[config.mk]
export PLATFORM = sky130hd
export DESIGN_NAME = mem_port_arbiter
export DESIGN_NICKNAME = d
export VERILOG_FILES = /design/src/rtl/mem_port_arbiter.sv
export SDC_FILE = /design/constraint.sdc
export NUM_CORES = 1
export LEC_CHECK = 0
export CORE_AREA = 3 3 78 80
export CTS_BUF_LIST = sky130_fd_sc_hd__clkbuf_4 sky130_fd_sc_hd__clkbuf_8
export CTS_CLUSTER_SIZE = 24
export DETAILED_ROUTE_END_ITERATION = 7
export DIE_AREA = 0 0 81 83
export PLACE_DENSITY_LB_ADDON = 0.25
export SYNTH_ARGS = -nofsm -noshare
export SYNTH_HDL_FRONTEND = slang
export SYNTH_SLANG_ARGS = --single-unit
[constraint.sdc]
create_clock -name clk -period 4.2 [get_ports clk]
set_clock_uncertainty 0.05 [all_clocks]
set_input_delay 0.42 -clock clk [delete_from_list [all_inputs] [get_ports clk]]
set_output_delay 0.42 -clock clk [all_outputs]
set_load 0.01 [all_outputs]
[src/rtl/mem_port_arbiter.sv]
// Two-port arbiter in front of a shared multi-cycle memory (p0 = fetch, p1 = data).
// Optional macro ARB_RR_EN selects round-robin tie-breaking; default is fixed priority to p1.
module mem_port_arbiter #(
    parameter int unsigned ADDR_WIDTH = 32,
    parameter int unsigned TIMEOUT    = 16
) (
    input  logic                  clk,
    input  logic                  rst,
    input  logic                  p0_cs,
    input  logic [ADDR_WIDTH-1:0] p0_addr,
    output logic [31:0]           p0_dout,
    output logic                  p0_stall,
    input  logic                  p1_cs,
    input  logic [ADDR_WIDTH-1:0] p1_addr,
    output logic [31:0]           p1_dout,
    output logic                  p1_stall,
    output logic                  mem_cs,
    output logic [ADDR_WIDTH-1:0] mem_addr,
    input  logic [31:0]           mem_din,
    input  logic                  mem_stall,
    output logic [1:0]            owner,
    output logic                  timeout_err
);

    localparam logic [1:0] ST_IDLE = 2'd0;
    localparam logic [1:0] ST_GNT0 = 2'd1;
    localparam logic [1:0] ST_GNT1 = 2'd2;
    localparam logic [1:0] ST_REL  = 2'd3;

    localparam int unsigned WW = $clog2(TIMEOUT) + 1;
    localparam logic [WW-1:0] WDOG_LAST = WW'(TIMEOUT - 1);

    logic [1:0]    state_q, state_d;
    logic [1:0]    owner_q, owner_d;
    logic [WW-1:0] wdog_q, wdog_d;
    logic          err_q, err_d;
    logic          gnt0, gnt1, ack0, ack1, own_cs, pick1;

`ifdef ARB_RR_EN
    logic last_q, last_d;
`endif

    assign gnt0 = (state_q == ST_GNT0);
    assign gnt1 = (state_q == ST_GNT1);
    // A dropped request aborts the grant; no ack is delivered even if memory answers.
    assign ack0 = gnt0 & p0_cs & ~mem_stall;
    assign ack1 = gnt1 & p1_cs & ~mem_stall;

    assign mem_cs   = gnt0 | gnt1;
    assign mem_addr = gnt0 ? p0_addr : (gnt1 ? p1_addr : '0);

    // Gated by rst so stalls drop the instant reset asserts, even with cs held high.
    assign p0_stall = rst & p0_cs & ~ack0;
    assign p1_stall = rst & p1_cs & ~ack1;
    assign p0_dout  = ack0 ? mem_din : 32'd0;
    assign p1_dout  = ack1 ? mem_din : 32'd0;

    assign owner       = owner_q;
    assign timeout_err = err_q;
    assign own_cs      = gnt0 ? p0_cs : p1_cs;

`ifdef ARB_RR_EN
    assign pick1 = p1_cs & (~p0_cs | ~last_q);
`else
    assign pick1 = p1_cs;
`endif

    always_comb begin
        state_d = state_q;
        wdog_d  = '0;
        err_d   = err_q;
`ifdef ARB_RR_EN
        last_d  = last_q;
`endif
        case (state_q)
            ST_IDLE, ST_REL: begin
                if (p0_cs || p1_cs) begin
                    state_d = pick1 ? ST_GNT1 : ST_GNT0;
                end else begin
                    state_d = ST_IDLE;
                end
            end
            ST_GNT0, ST_GNT1: begin
                if (!own_cs) begin
                    state_d = ST_REL;
                end else if (ack0 || ack1) begin
                    state_d = ST_REL;
`ifdef ARB_RR_EN
                    last_d  = gnt1;
`endif
                end else if (wdog_q == WDOG_LAST) begin
                    state_d = ST_REL;
                    err_d   = 1'b1;
`ifdef ARB_RR_EN
                    last_d  = gnt1;
`endif
                end else begin
                    wdog_d = wdog_q + 1'b1;
                end
            end
            default: state_d = ST_IDLE;
        endcase

        owner_d = 2'b00;
        if (state_d == ST_GNT0) begin
            owner_d = 2'b01;
        end else if (state_d == ST_GNT1) begin
            owner_d = 2'b10;
        end
    end

    always_ff @(posedge clk or negedge rst) begin
        if (!rst) begin
            state_q <= ST_IDLE;
            owner_q <= 2'b00;
            wdog_q  <= '0;
            err_q   <= 1'b0;
        end else begin
            state_q <= state_d;
            owner_q <= owner_d;
            wdog_q  <= wdog_d;
            err_q   <= err_d;
        end
    end

`ifdef ARB_RR_EN
    // Reset to 1 so p0 wins the first tie.
    always_ff @(posedge clk or negedge rst) begin
        if (!rst) begin
            last_q <= 1'b1;
        end else begin
            last_q <= last_d;
        end
    end
`endif

endmodule

==> out/qor.csv <==
stage,metric,value,unit
synthesis,yosysUniqueCellTypes,31,
placed_design,placed_cell_area,3350,sq um
run_status,status,finished clean,
synthesis,syn_area_per_cell,8.09,sq um
critical_path,crit_required,3.73,ns
synthesis,synth_ff_type,dfrtp_1,
detailed_routing,drc,0,
final_layout,antenna_cells,0,
timing,setup-violations-final,0,
synthesis,syn_inst,159,
synthesis,synth.top_cells.by_count,"and2_1, a22o_1, dfrtp_1",
synthesis,yosys.area_share.simple,41.3,%
timing,relSlewSlack,64.7,%
detailed_routing,dr.first_iter.drc_count,53,
final_layout,nNetsFinal,459,
floorplan,die_area,6720,sq um
min_path,hold_start,wdog_q[0],
global_routing,grt_pass1_wl,10800,microns
critical_path,worstRegToRegCells,6,
clock_tree,cts.clk_slew.worst_paths,0.05,ns
global_routing,grt_pass1_vias,1873,
synthesis,async_flop_share,100,%
run,maxCapViolations,0,
critical_path,r2r-end,owner[1],
clock_tree,cts_made_buffers,3,
synthesis,synth_compound_area_share,27.6,%
placed_design,gp_congestion,0.913,
global_routing,track_usage,20.6,%
synthesis,yosysTopAreaCell,and2_1,
global_routing,use_met3,4.45,%
synthesis,syn-num-nets,263,
clock_tree,cts_resized,0,
clock_tree,cts_hold_buffers,0,
min_path,holdPathStages,1,
global_routing,antenna_found_initial,0,
clock_tree,cts_root_buffer,clkbuf_8,
global_routing,grt_max_degree,37,
critical_path,r2r_slack,2.34,ns
detailed_routing,via_per_inst,4.43,
clock_tree,clock_path_buffers,2,
floorplan,start_util,23.5,%
detailed_routing,ant_nets,0,
floorplan,coreArea,5470,sq um
floorplan,die_w,81,microns
critical_path,crit_fanout,36,
synthesis,synth_seq_cells,10,
pwr,ir_worst_vdd,531,uV
critical_path,endpoint_kind,output port,
final_layout,fin_util,62.3,%
detailed_routing,drtPass1Iterations,4,
final_layout,syn_to_final_growth,165,%
synthesis,synth-xor-area-share,1.36,%
placed_design,io_buffers,202,
clock_tree,cts.sinks,10,
placed_design,dp_hpwl,6070,microns
detailed_routing,vias,1887,
timing,min_period_over_period,69.3,%
synthesis,synth_top_family_by_area,simple AND/OR/NAND/NOR gates,
synthesis,synth-edff-count,0,
global_routing,use_met2,38.7,%
timing,final-max-slew-violation-count,0,
synthesis,synth_top_area_share,31.1,%
clock_tree,worstSkewPairLatency,0.24,ns
clock_tree,cts_tree,yes,
critical_path,critPathKind,flop to output port,
critical_path,r2r-start,state_q[1],
timing,rsz0062_at_grt,no,
synthesis,ys_seq_area_share,19.5,%
global_routing,overflow,0,
global_routing,gr-max-usage-layer,met2,
pwr,p_per_area,386,nW/um^2
min_path,min_to,wdog_q[0],
final_layout,design_area,3410,sq um
final_layout,drive_gt1_share,4.24,%
detailed_routing,routedWlPerCell,17.0,microns
floorplan,boundaryPins,203,
min_path,hold_path_class,flop to flop,
timing,period_needed,2.91,ns
synthesis,synthAdderAreaFrac,2.92,%
detailed_routing,wirelength,7250,microns
timing,fin_setup_tns,0,ns
clock_tree,cts_max_level,1,
synthesis,synth_area,1290,sq um
timing,hold_viol_final,0,
timing,tightest_slew,0.528,ns
synthesis,synth_most_common_cell,and2_1,
critical_path,cp-start-kind,flop,
floorplan,die_h,83,microns
floorplan,core.rowCount,27,
pwr,total_power,1310,uW
synthesis,synth_mux_area_share,0,%
timing,max_freq,343,MHz
clock_tree,cts_setup_buffers,0,
synthesis,synth_area_leaders,"and2_1, a22o_1, dfrtp_1",
synthesis,yosysWarnings,0,
final_layout,nFillCells,487,
global_routing,grt_use_met1,23.2,%
critical_path,worstPathArrival,2.44,ns
pwr,p_leak,0.00135,uW
## cell type report
type                    instances  area (sq um)  share of cell area, %
repair buffers                205          2040                   60.0
clock buffers                   4          55.1                   1.62
flip-flops and latches         10           250                   7.34
well taps                      72          90.1                   2.64
inverters                       6          22.5                  0.661
multi-input cells             129           945                   27.7
## report_power, final
| part | internal, uW | switching, uW |
|---|---|---|
| registers | 119 | 16.6 |
| logic | 598 | 461 |
| clock network | 82.4 | 37.3 |
## through the flow
step | instances | setup slack, ns | hold WS [ns]
after floorplan | 159 | 2.43 | 0.0744
after global placement | 422 | 1.40 | 0.409
after detailed placement | 422 | 1.38 | 0.407
after CTS | 426 | 1.29 | 0.425
after global routing | 426 | 1.14 | 0.450
final | 426 | 1.29 | 0.429
## layer usage
| metal | share of wire, % | up-vias |
|---|---|---|
| li1 | - | 946 |
| met1 | 38 | 855 |
| met2 | 54 | 78 |
| met3 | 7.4 | 8 |
| met4 | 1.0 | 0 |
| met5 | 0 | - |
## state kept, by name, summed over array words and instances, names as in the netlist
name / count
timeout_err: 1
state_q: 2
owner: 2
wdog_q: 5
## worst max-delay path by stage
stage                    start           end  slack [ns]  cells past startpoint
detailed placement   mem_stall   p1_dout[27]        1.38                      5
global route        state_q[1]   p0_dout[16]        1.14                      8
finish              state_q[1]   p0_dout[22]        1.29                      8
CTS                 state_q[1]   p0_dout[22]        1.29                      8
floorplan           state_q[1]  mem_addr[10]        2.43                      7
global placement     mem_stall   p1_dout[21]        1.40                      5
## cells in the final DEF, fill, tap and decap left out, types with 3 or more instances in the layout
cell type / count
inv_1: 6
buf_4: 3
and2_1: 64
clkbuf_8: 4
nand2_1: 4
nor3_1: 4
dfrtp_1: 10
clkdlybuf4s50_1: 202
ha_1: 3
a22o_1: 32
## cells by family after synthesis
group                      Yosys count
AOI/OAI and AO/OA                   39
xor gates and xnor gates             2
adders and majority gates            3
buffers and inverters               20
DFF                                 10
and+or+nand+nor                     85
## critical path: stages, from the launching register on
cell             delay (ns)
dfrtp_1                0.41
inv_1                  0.09
ha_1                   0.14
buf_4                  0.35
nand2_1                0.11
nor2_2                 0.08
buf_4                  0.27
and2_1                 0.18
clkdlybuf4s50_1        0.55
Note: power is estimated with default switching activity, not from simulation.
